===== config.mk =====
export PLATFORM = sky130hd
export DESIGN_NAME = async_strobe_capture
export DESIGN_NICKNAME = d
export VERILOG_FILES = /design/src/rtl/async_strobe_capture.sv
export SDC_FILE = /design/constraint.sdc
export NUM_CORES = 1
export LEC_CHECK = 0
export ABC_AREA = 0
export CAP_MARGIN = 20
export CORE_MARGIN = 2
export CORE_UTILIZATION = 30
export CTS_BUF_LIST = sky130_fd_sc_hd__clkbuf_16
export CTS_CLUSTER_DIAMETER = 50
export DETAILED_ROUTE_END_ITERATION = 16
export DONT_BUFFER_PORTS = 1
export GPL_TIMING_DRIVEN = 0
export PLACE_DENSITY = 0.53
export SYNTH_ARGS = -nofsm -noshare
export SYNTH_HDL_FRONTEND = slang
export SYNTH_SLANG_ARGS = --single-unit

===== constraint.sdc =====
create_clock -name clk -period 2.93 [get_ports clk]
set_input_delay 0.586 -clock clk [delete_from_list [all_inputs] [get_ports clk]]
set_output_delay 0.586 -clock clk [all_outputs]
set_load 0.1 [all_outputs]

===== src/rtl/async_strobe_capture.sv =====
// Captures a word from an async source over a 4-phase strobe/ack handshake
// and presents it on a valid/ready stream; ack is withheld while the sink is full.
//
// Ports:
//   clk, reset            - clock, async active-high reset
//   strobe_in, data_in    - async request and quasi-static data
//   ack_out               - registered handshake back to the source
//   out_valid, out_ready  - stream handshake
//   out_data              - captured word
//   abort_pulse           - one-cycle pulse when strobe drops before capture
module async_strobe_capture #(
  parameter int WIDTH       = 8,
  parameter int EXTRA_DEPTH = 0,
  parameter int SETTLE      = 2
) (
  input  logic             clk,
  input  logic             reset,
  input  logic             strobe_in,
  input  logic [WIDTH-1:0] data_in,
  output logic             ack_out,
  output logic             out_valid,
  input  logic             out_ready,
  output logic [WIDTH-1:0] out_data,
  output logic             abort_pulse
);

  localparam int DEPTH = 2 + EXTRA_DEPTH;
  localparam int CW    = (SETTLE > 1) ? $clog2(SETTLE) : 1;
  localparam logic [CW-1:0] CNT_LAST = CW'(SETTLE - 1);

  typedef enum logic [1:0] {
    S_WAIT_LOW,
    S_IDLE,
    S_SETTLE
  } state_t;

  state_t           state_q, state_d;
  logic [DEPTH-1:0] sync_q, sync_d;
  logic [CW-1:0]    cnt_q, cnt_d;
  logic             ack_q, ack_d;
  logic             valid_q, valid_d;
  logic [WIDTH-1:0] data_q, data_d;
  logic             abort_q, abort_d;
  logic             strobe_s;

  assign strobe_s    = sync_q[DEPTH-1];
  assign ack_out     = ack_q;
  assign out_valid   = valid_q;
  assign out_data    = data_q;
  assign abort_pulse = abort_q;

  always_comb begin
    sync_d  = {sync_q[DEPTH-2:0], strobe_in};
    state_d = state_q;
    cnt_d   = cnt_q;
    ack_d   = ack_q;
    valid_d = valid_q;
    data_d  = data_q;
    abort_d = 1'b0;

    // A beat leaving the stream; a capture below may refill it on the same edge.
    if (valid_q && out_ready) valid_d = 1'b0;

    unique case (state_q)
      S_WAIT_LOW: begin
        if (!strobe_s) begin
          state_d = S_IDLE;
          ack_d   = 1'b0;
        end
      end
      S_IDLE: begin
        if (strobe_s) begin
          state_d = S_SETTLE;
          cnt_d   = '0;
        end
      end
      S_SETTLE: begin
        if (!strobe_s) begin
          state_d = S_IDLE;
          abort_d = 1'b1;
        end else if (cnt_q < CNT_LAST) begin
          cnt_d = cnt_q + 1'b1;
        end else if (!valid_q || out_ready) begin
          data_d  = data_in;
          valid_d = 1'b1;
          ack_d   = 1'b1;
          state_d = S_WAIT_LOW;
        end
        // otherwise stall here: sink full, ack stays low
      end
      default: state_d = S_WAIT_LOW;
    endcase
  end

  // Chain resets to ones so a strobe held through reset is not a new request.
  always_ff @(posedge clk or posedge reset) begin
    if (reset) begin
      sync_q  <= '1;
      state_q <= S_WAIT_LOW;
      cnt_q   <= '0;
      ack_q   <= 1'b0;
      valid_q <= 1'b0;
      data_q  <= '0;
      abort_q <= 1'b0;
    end else begin
      sync_q  <= sync_d;
      state_q <= state_d;
      cnt_q   <= cnt_d;
      ack_q   <= ack_d;
      valid_q <= valid_d;
      data_q  <= data_d;
      abort_q <= abort_d;
    end
  end

endmodule


Yosys cells after proc, flatten, opt, wreduce, memory -nomap -nowiden
Index checks and enable logic that the tools add are counted.
{ "word_totals": {"wordCells": 52, "output_inout_bits": 11, "register_bits": 16, "in_bits": 12} }
{ "op_classes": {"addsub": 1, "magnitude_cmp": 1, "eq_ne": 10, "n_reduce_logical": 10, "n_mux": 22, "bitwise": 1} }
{ "ops": {"columns": ["cell", "n"], "rows": [
  ["1-bit two-way mux", 14],
  ["2-bit inequality test (second input constant)", 6],
  ["4-bit AND reduction", 3],
  ["2-bit two-way mux", 5],
  ["3-bit inequality test (second input constant)", 2],
  ["2-bit one-hot mux with 3 select lines", 1],
  ["5-bit AND reduction", 1],
  ["1-bit one-hot mux with 2 select lines", 2],
  ["2-bit nonzero test", 2],
  ["2-bit by 1-bit == test with 1-bit output (second input constant)", 1],
  ["2-bit == test (second input constant)", 1],
  ["2-bit logical NOT", 1],
  ["1-bit adder (second input constant)", 1],
  ["1-bit logical AND", 1],
  ["1-bit logical NOT", 1],
  ["1-bit logical OR", 1],
  ["1-bit < comparator (second input constant)", 1],
  ["1-bit inverter", 1]
]} }

Logic depth before layout (Yosys ltp)
Gate-level depths: netlist of the first run.
{ "logic_depth": {"ltp_word": 6, "ltp_mapped": 4, "ltp_nobuf": 3} }

Worst setup path after synthesis of the first run
Ideal clock, no wire load.
{ "synth_path": {"path_kind": "register -> register", "start": "reg valid_q (netlist: out_valid)", "end": "reg data_q[0] (netlist: out_data[0])", "t_arrival_ns": 1.681, "required_ns": 2.804, "synth_period_minus_slack_ns": 1.808, "path_buffers": 1, "path_stages_with_launch": 5, "path_slack_ns": 1.122, "setup_ns": 0.126, "cell_sequence": "dfrtp_1 -> nand2b_1 -> nor2b_2 -> buf_6 -> mux2_4"} }
{ "synth_via": {"elab_chain_len": 3} }
{ "synth_lines": {"columns": ["element", "line", "text"], "rows": [
  ["start: declaration", "41", "logic valid_q, valid_d;"],
  ["start signal: assignment", "110", "valid_q <= valid_d;"],
  ["1-bit logical NOT", "83", "end else if (!valid_q || out_ready) begin"],
  ["1-bit logical OR", "83", null],
  ["4-bit AND reduction (no source line)", null, null],
  ["end signal: assignment", "111", "data_q <= data_d;"],
  ["end: declaration", "42", "logic [WIDTH-1:0] data_q, data_d;"]
]} }
Every way passes these cells.
A chain may end at the register's enable or synchronous reset.

Worst setup path after layout of the first run
{ "layout_path": {"start": "reg valid_q (netlist: out_valid)", "end": "reg data_q[6] (netlist: out_data[6])"} }
The elaborated chain is that of the path after synthesis.

==> run_summary.xml, run 1 <==
<?xml version="1.0" encoding="UTF-8"?>
<metrics>
  <group name="outcome">
    <metric name="outcome" unit="">completed</metric>
  </group>
  <group name="critical_path">
    <metric name="r2r_end" unit="">out_data[6]$_DFFE_PP0P_</metric>
    <metric name="worstSetupEndpointType" unit="">flop</metric>
    <metric name="critical_path.startpoint_type" unit="">flop</metric>
    <metric name="critical_path_class" unit="">flop to flop</metric>
    <metric name="cp_data_required_time" unit="ps">3050</metric>
    <metric name="path_max_fanout" unit="">9</metric>
    <metric name="cp_slowest_cell" unit="">dfrtp_1</metric>
    <metric name="arrival_worst_endpoint" unit="ps">2010</metric>
    <metric name="crit_path_cell_trace" unit="">nand2b_1, nor2b_2, buf_6, mux2_4</metric>
    <metric name="ff2ff_path_depth" unit="">4</metric>
    <metric name="critical_path.max_stage_delay" unit="ps">920</metric>
    <metric name="rrSetupSlack" unit="ps">1040</metric>
    <metric name="worst_r2r_startpoint" unit="">out_valid$_DFF_PP0_</metric>
  </group>
  <group name="clocking">
    <metric name="postCtsSetupRepairBufs" unit="">0</metric>
    <metric name="cts_tree" unit="">built</metric>
    <metric name="number_of_clock_buffers_inserted_by_tritoncts" unit="">3</metric>
    <metric name="cts_resized" unit="">0</metric>
    <metric name="cts_max_path_buffers" unit="">2</metric>
    <metric name="clk_pin_slew" unit="ps">50</metric>
    <metric name="clock_insertion_delay_worst_skew" unit="ps">240</metric>
    <metric name="cts.htree.levels" unit="">1</metric>
    <metric name="holdBufCountCts" unit="">0</metric>
    <metric name="clock_sinks" unit="">16</metric>
    <metric name="master_cell_of_the_clock_root_buffer" unit="">clkbuf_16</metric>
  </group>
  <group name="global_routing">
    <metric name="grt_util_all_layers" unit="%">10.5</metric>
    <metric name="vias_in_the_first_global_route" unit="">390</metric>
    <metric name="grt_overflow_total" unit="">0</metric>
    <metric name="grt_max_degree" unit="">17</metric>
    <metric name="number_of_antenna_violations_at_the_first_check_in_global_routing" unit="">0</metric>
    <metric name="wire_length_of_the_first_global_routing_pass" unit="mm">1.89</metric>
  </group>
  <group name="final_layout">
    <metric name="layoutNonFillerInstCount" unit="">73</metric>
    <metric name="antennaDiodeCount" unit="">0</metric>
    <metric name="fin_nets" unit="">59</metric>
    <metric name="fraction_of_layout_instances_using_a_drive_strength_above_1" unit="%">32.6</metric>
    <metric name="areaGrowthSynthToFinish" unit="%">17.8</metric>
  </group>
  <group name="run">
    <metric name="cap_violations" unit="">0</metric>
  </group>
  <group name="route">
    <metric name="vias" unit="">336</metric>
    <metric name="detailedRoute.firstPassIterationCount" unit="">2</metric>
    <metric name="totalWireLength" unit="mm">1.11</metric>
    <metric name="routedWlPerCell" unit="um">15.2</metric>
    <metric name="initialDrtViolationCount" unit="">1</metric>
    <metric name="route.detailed.drc" unit="">0</metric>
    <metric name="viasPerCell" unit="">4.60</metric>
    <metric name="final_antenna_net_count" unit="">0</metric>
  </group>
  <group name="sta">
    <metric name="report.final.slew_viol_count" unit="">0</metric>
    <metric name="grt_setup_unrepaired" unit="">no</metric>
    <metric name="slew-limit-headroom" unit="%">39.5</metric>
    <metric name="period_share" unit="%">64.4</metric>
    <metric name="report.final.hold_viol_count" unit="">0</metric>
    <metric name="holdWs" unit="ps">305</metric>
    <metric name="transition_at_the_pin_with_the_smallest_max_transition_slack" unit="ps">908</metric>
    <metric name="setup_viol" unit="">0</metric>
    <metric name="clock.fmax" unit="MHz">530</metric>
    <metric name="totalNegativeSetupSlack" unit="ps">0</metric>
    <metric name="fin_crit" unit="ps">1890</metric>
    <metric name="timing.clock.skew" unit="ps">1.27</metric>
  </group>
  <group name="yosys">
    <metric name="muxShareOfSynthArea" unit="%">19.0</metric>
    <metric name="post_synthesis_instance_area" unit="sq um">633</metric>
    <metric name="mappedNetlistNets" unit="">54</metric>
    <metric name="synth_top_family_by_area" unit="">multiplexers</metric>
    <metric name="synth_cell_types" unit="">15</metric>
    <metric name="synthesized_area_fraction_occupied_by_ao_oa_aoi_and_oai_cells" unit="%">6.32</metric>
    <metric name="post_synth_main_area_contributors" unit="">dfrtp_1, mux2_4, dfstp_2</metric>
    <metric name="synth-seq-cells" unit="">16</metric>
    <metric name="yosys.area_share.simple" unit="%">8.10</metric>
    <metric name="synth_xor_xnor_area_share" unit="%">0</metric>
    <metric name="library_cell_with_the_largest_summed_area_after_synthesis" unit="">dfrtp_1</metric>
    <metric name="synthCells" unit="">42</metric>
    <metric name="synth_warnings" unit="">0</metric>
    <metric name="synth_fa_ha_area_share" unit="%">0</metric>
    <metric name="netlist.area_leader.share" unit="%">55.3</metric>
    <metric name="syn-mean-instance-area" unit="sq um">15.1</metric>
    <metric name="synth.yosys.seq_area_share" unit="%">63.6</metric>
  </group>
  <group name="floorplanning">
    <metric name="floorplan.die.width" unit="um">49.9</metric>
    <metric name="initial_core_util" unit="%">31.9</metric>
    <metric name="fp-row-count" unit="">16</metric>
    <metric name="design.die.area" unit="sq um">2490</metric>
    <metric name="num_io_pins" unit="">23</metric>
    <metric name="die_h" unit="um">49.9</metric>
    <metric name="placeableCoreArea" unit="sq um">1980</metric>
  </group>
  <group name="min_path">
    <metric name="timing.hold.worst.class" unit="">primary input to async pin</metric>
  </group>
  <group name="place">
    <metric name="gp_congestion" unit="">0.761</metric>
    <metric name="port_buffer_count" unit="">0</metric>
    <metric name="place.detailed.hpwl" unit="um">748</metric>
    <metric name="numPlacedInstances" unit="">69</metric>
  </group>
</metrics>
## cells in the mapped netlist (all sizes together)
cell type / count
a21o: 1
a21oi: 3
buf: 1
dfrtp: 14
dfstp: 2
inv: 2
mux2: 8
nand2: 1
nand2b: 3
nand4b: 1
nor2: 1
nor2b: 1
o21ai: 2
o31ai: 1
or2b: 1
## critical path, delay by kind of cell (launching register included)
kind	cells	cell delay, ps
muxes	1	300
DFF	1	920
and+or+nand+nor	2	400
buffers and inverters	1	150
## layout by cell type (no fill, tap or decap), drive strengths merged
master  Yosys  final
dfrtp      14     14
mux2        8      8
nand2b      3      3
a21oi       3      3
clkbuf      0      3
inv         2      2
o21ai       2      2
dfstp       2      2
nand4b      1      1
nor2b       1      1
buf         1      1
o31ai       1      1
or2b        1      1
nor2        1      1
nand2       1      1
a21o        1      1
clkinv      0      1
## logic make-up (layout without fill, tap and decap cells)
group / after synthesis / in the layout
AND/OR/NAND/NOR: 8 / 8
buffers and inverters: 3 / 7
AO/OA/AOI/OAI: 7 / 7
flip-flops: 16 / 16
multiplexers: 8 / 8
## metrics by stage
stage,area [sq um],util (%),setup slack [ps]
after CTS,746,37.6,1020
after floorplan,633,-,1120
after global routing,746,37.6,961
after detailed placement,667,33.6,1040
after global placement,667,33.6,1050
final,746,37.6,1040
## registers in the layout (all words and copies together), names as in the netlist
name	cells
out_data	8
state_q	2
out_valid	1
cnt_q	1
sync_q	2
abort_pulse	1
ack_out	1
## per-layer routing
metal  track usage (%)  wire length (um)  vias to the layer above  share of wire [%]
met5                 0                 0                        -                  0
met3              5.45                61                        2                5.5
met1              12.0               492                      172                 44
li1                  -                 -                      149                  -
met2              15.8               535                       13                 48
met4              5.56                19                        0                1.7
## cell type report
| cell class | instances | area [sq um] |
|---|---|---|
| plain buffers | 1 | 11.3 |
| clock buffers | 3 | 75.1 |
| clock inverters | 1 | 3.75 |
| fillers | 185 | 1240 |
| inverters | 2 | 7.51 |
| multi-input cells | 23 | 211 |
| flip-flops and latches | 16 | 403 |
| well taps | 27 | 33.8 |
## how the worst max path moves through the flow
stage / start / end / slack (ps) / depth (start not counted)
floorplan: out_valid$_DFF_PP0_ / out_data[0]$_DFFE_PP0P_ / 1120 / 4
global placement: out_valid$_DFF_PP0_ / out_data[6]$_DFFE_PP0P_ / 1050 / 4
detailed placement: out_valid$_DFF_PP0_ / out_data[3]$_DFFE_PP0P_ / 1040 / 4
CTS: out_valid$_DFF_PP0_ / out_data[4]$_DFFE_PP0P_ / 1020 / 4
global route: out_valid$_DFF_PP0_ / out_data[6]$_DFFE_PP0P_ / 960 / 4
finish: out_valid$_DFF_PP0_ / out_data[6]$_DFFE_PP0P_ / 1040 / 4
Power of run 1 is left out: the tool's default activity adds up to more than one toggle a clock period on the data nets, which glitch-free logic cannot reach.
==> inputs of run 2 (changes only) <==
--- a/config.mk
+++ b/config.mk
@@ -14,7 +14,7 @@
 export DETAILED_ROUTE_END_ITERATION = 16
 export DONT_BUFFER_PORTS = 1
 export GPL_TIMING_DRIVEN = 0
-export PLACE_DENSITY = 0.53
+export PLACE_DENSITY = 0.54
 export SYNTH_ARGS = -nofsm -noshare
 export SYNTH_HDL_FRONTEND = slang
 export SYNTH_SLANG_ARGS = --single-unit
==> constraint.sdc (replaced) <==
create_clock -name clk -period 1.7 [get_ports clk]
set_input_delay 0.34 -clock clk [delete_from_list [all_inputs] [get_ports clk]]
set_output_delay 0.34 -clock clk [all_outputs]
set_load 0.1 [all_outputs]
==> run 2 against run 1 <==
  * Final cell count did not move
  * Utilization increased by 0.063 points
  * Register-to-register slack got worse by 930 ps
  * Via count shrank 3.0%
  * Cell area is 0.17% higher
  * Clock skew increased by 2.3 ps
  * Critical path type unchanged
  * Largest cell class unchanged
==> run_summary.xml, run 2 (synthesis gave the netlist of run 1 again) <==
<?xml version="1.0" encoding="UTF-8"?>
<metrics>
  <group name="critical_path">
    <metric name="critical_path_class" unit="">flop to flop</metric>
    <metric name="worstSetupEndpointType" unit="">flop</metric>
    <metric name="critical_path.max_stage_delay" unit="ps">670</metric>
    <metric name="ff2ff_path_depth" unit="">4</metric>
    <metric name="worst-path-stages" unit="">4</metric>
    <metric name="cp_data_required_time" unit="ps">1820</metric>
    <metric name="timing.critical_path.buf_inv" unit="">1</metric>
    <metric name="crit_path_cell_trace" unit="">nand2b_1, nor2b_2, buf_6, mux2_4</metric>
    <metric name="path_max_fanout" unit="">9</metric>
    <metric name="cp_slowest_cell" unit="">dfrtp_2</metric>
    <metric name="critical_path.startpoint_type" unit="">flop</metric>
    <metric name="arrival_worst_endpoint" unit="ps">1700</metric>
    <metric name="timing.critical_path.max_delay_family" unit="">flip-flops</metric>
  </group>
  <group name="sta">
    <metric name="totalNegativeSetupSlack" unit="ps">0</metric>
    <metric name="report.final.hold_viol_count" unit="">0</metric>
    <metric name="worst_path_setup_slack_after_routing" unit="ps">118</metric>
    <metric name="grt_setup_unrepaired" unit="">no</metric>
    <metric name="slew-limit-headroom" unit="%">38.9</metric>
    <metric name="fin_crit" unit="ps">1580</metric>
    <metric name="report.final.slew_viol_count" unit="">0</metric>
    <metric name="setup_viol" unit="">0</metric>
    <metric name="timing.clock.skew" unit="ps">3.52</metric>
    <metric name="period_share" unit="%">93.0</metric>
    <metric name="transition_at_the_pin_with_the_smallest_max_transition_slack" unit="ps">916</metric>
    <metric name="clock.fmax" unit="MHz">632</metric>
  </group>
  <group name="global_routing">
    <metric name="vias_in_the_first_global_route" unit="">330</metric>
    <metric name="grt_util_all_layers" unit="%">8.76</metric>
    <metric name="number_of_antenna_violations_at_the_first_check_in_global_routing" unit="">0</metric>
    <metric name="grt_max_degree" unit="">17</metric>
    <metric name="wire_length_of_the_first_global_routing_pass" unit="mm">1.56</metric>
    <metric name="grt_overflow_total" unit="">0</metric>
  </group>
  <group name="outcome">
    <metric name="outcome" unit="">completed</metric>
  </group>
  <group name="floorplanning">
    <metric name="die_h" unit="um">49.9</metric>
    <metric name="floorplan.die.width" unit="um">49.9</metric>
    <metric name="placeableCoreArea" unit="sq um">1980</metric>
    <metric name="fp-row-count" unit="">16</metric>
    <metric name="design.die.area" unit="sq um">2490</metric>
    <metric name="initial_core_util" unit="%">31.9</metric>
    <metric name="num_io_pins" unit="">23</metric>
  </group>
  <group name="final_layout">
    <metric name="largest_register_ff_count" unit="">8</metric>
    <metric name="fraction_of_layout_instances_using_a_drive_strength_above_1" unit="%">34.8</metric>
    <metric name="areaGrowthSynthToFinish" unit="%">18.0</metric>
    <metric name="multiInputGateArea" unit="sq um">211</metric>
    <metric name="antennaDiodeCount" unit="">0</metric>
    <metric name="sequential_cell_area" unit="sq um">404</metric>
    <metric name="final_common_cell" unit="">dfrtp_1</metric>
    <metric name="nFillCells" unit="">185</metric>
    <metric name="design_area" unit="sq um">747</metric>
    <metric name="layout.cells.most_common_list" unit="">dfrtp_1, mux2_4, nand2b_1, a21oi_1, clkbuf_16</metric>
    <metric name="fin_nets" unit="">59</metric>
  </group>
  <group name="clocking">
    <metric name="cts_resized" unit="">0</metric>
    <metric name="holdBufCountCts" unit="">0</metric>
    <metric name="cts.htree.levels" unit="">1</metric>
    <metric name="number_of_clock_buffers_inserted_by_tritoncts" unit="">3</metric>
    <metric name="clock_insertion_delay_worst_skew" unit="ps">240</metric>
    <metric name="cts_max_path_buffers" unit="">2</metric>
    <metric name="clock_sinks" unit="">16</metric>
    <metric name="master_cell_of_the_clock_root_buffer" unit="">clkbuf_16</metric>
    <metric name="clk_pin_slew" unit="ps">50</metric>
    <metric name="cts_tree" unit="">built</metric>
    <metric name="postCtsSetupRepairBufs" unit="">0</metric>
  </group>
  <group name="min_path">
    <metric name="timing.hold.worst.class" unit="">primary input to async pin</metric>
  </group>
  <group name="route">
    <metric name="initialDrtViolationCount" unit="">0</metric>
    <metric name="final_antenna_net_count" unit="">0</metric>
    <metric name="vias" unit="">326</metric>
    <metric name="totalWireLength" unit="um">908</metric>
    <metric name="route.detailed.drc" unit="">0</metric>
    <metric name="viasPerCell" unit="">4.47</metric>
    <metric name="routedWlPerCell" unit="um">12.4</metric>
    <metric name="detailedRoute.firstPassIterationCount" unit="">1</metric>
  </group>
  <group name="place">
    <metric name="placedInstanceArea" unit="sq um">668</metric>
    <metric name="post-place-ws" unit="ps">122</metric>
    <metric name="port_buffer_count" unit="">0</metric>
    <metric name="gp_congestion" unit="">0.690</metric>
  </group>
  <group name="run">
    <metric name="cap_violations" unit="">0</metric>
  </group>
</metrics>
[run 2: path summary, 6_finish.rpt]
check / slack (ps) / endpoint / from
max in group asynchronous: 1230 / out_valid$_DFF_PP0_ / reset
min in group clk: 100 / sync_q[0]$_DFF_PP1_ / strobe_in
max: 120 / out_data[6]$_DFFE_PP0P_ / out_valid$_DFF_PP0_
min reg2reg: 350 / sync_q[1]$_DFF_PP1_ / sync_q[0]$_DFF_PP1_
min: 50 / cnt_q$_DFFE_PP0P_ / reset
max reg2reg: 120 / out_data[6]$_DFFE_PP0P_ / out_valid$_DFF_PP0_
[run 2: per-stage QoR]
stage	hold WS, ps	std cells	util [%]
3_5_place_dp	333	69	33.7
5_1_grt	83.3	73	37.7
2_1_floorplan	252	42	-
6_report	51.9	73	37.7
3_3_place_gp	334	69	33.7
4_1_cts	76.7	73	37.7
[run 2: worst reg2reg max path, cell delays in order, from the launching register on]
cell	delay (ps)
dfrtp_2	670
nand2b_1	160
nor2b_2	180
buf_6	150
mux2_4	300
[run 2: per-layer routing]
| metal | vias to the layer above | share of wire, % | track usage, % |
|---|---|---|---|
| li1 | 151 | - | - |
| met1 | 160 | 46 | 10.5 |
| met2 | 15 | 44 | 11.6 |
| met3 | 0 | 9.1 | 6.36 |
| met4 | 0 | 0 | 4.17 |
| met5 | - | 0 | 0 |
[run 2: final cells by class]
type | count | share of cell area, %
Clock buffer | 3 | 10.1
Inverter | 2 | 1.01
Tap cell | 27 | 4.52
Clock inverter | 1 | 0.503
Sequential cell | 16 | 54.1
Buffer | 1 | 1.51
Multi-Input combinational cell | 23 | 28.3
Power of run 2 is left out for the same reason.
==> inputs of run 3 (changes only) <==
--- a/config.mk
+++ b/config.mk
@@ -15,6 +15,7 @@
 export DONT_BUFFER_PORTS = 1
 export GPL_TIMING_DRIVEN = 0
 export PLACE_DENSITY = 0.54
+export SKIP_CTS_REPAIR_TIMING = 1
 export SYNTH_ARGS = -nofsm -noshare
 export SYNTH_HDL_FRONTEND = slang
 export SYNTH_SLANG_ARGS = --single-unit
==> results of run 3 <==
The final DEF is identical to that of run 2; final timing and power are the same.
Power of run 3 is left out for the same reason.
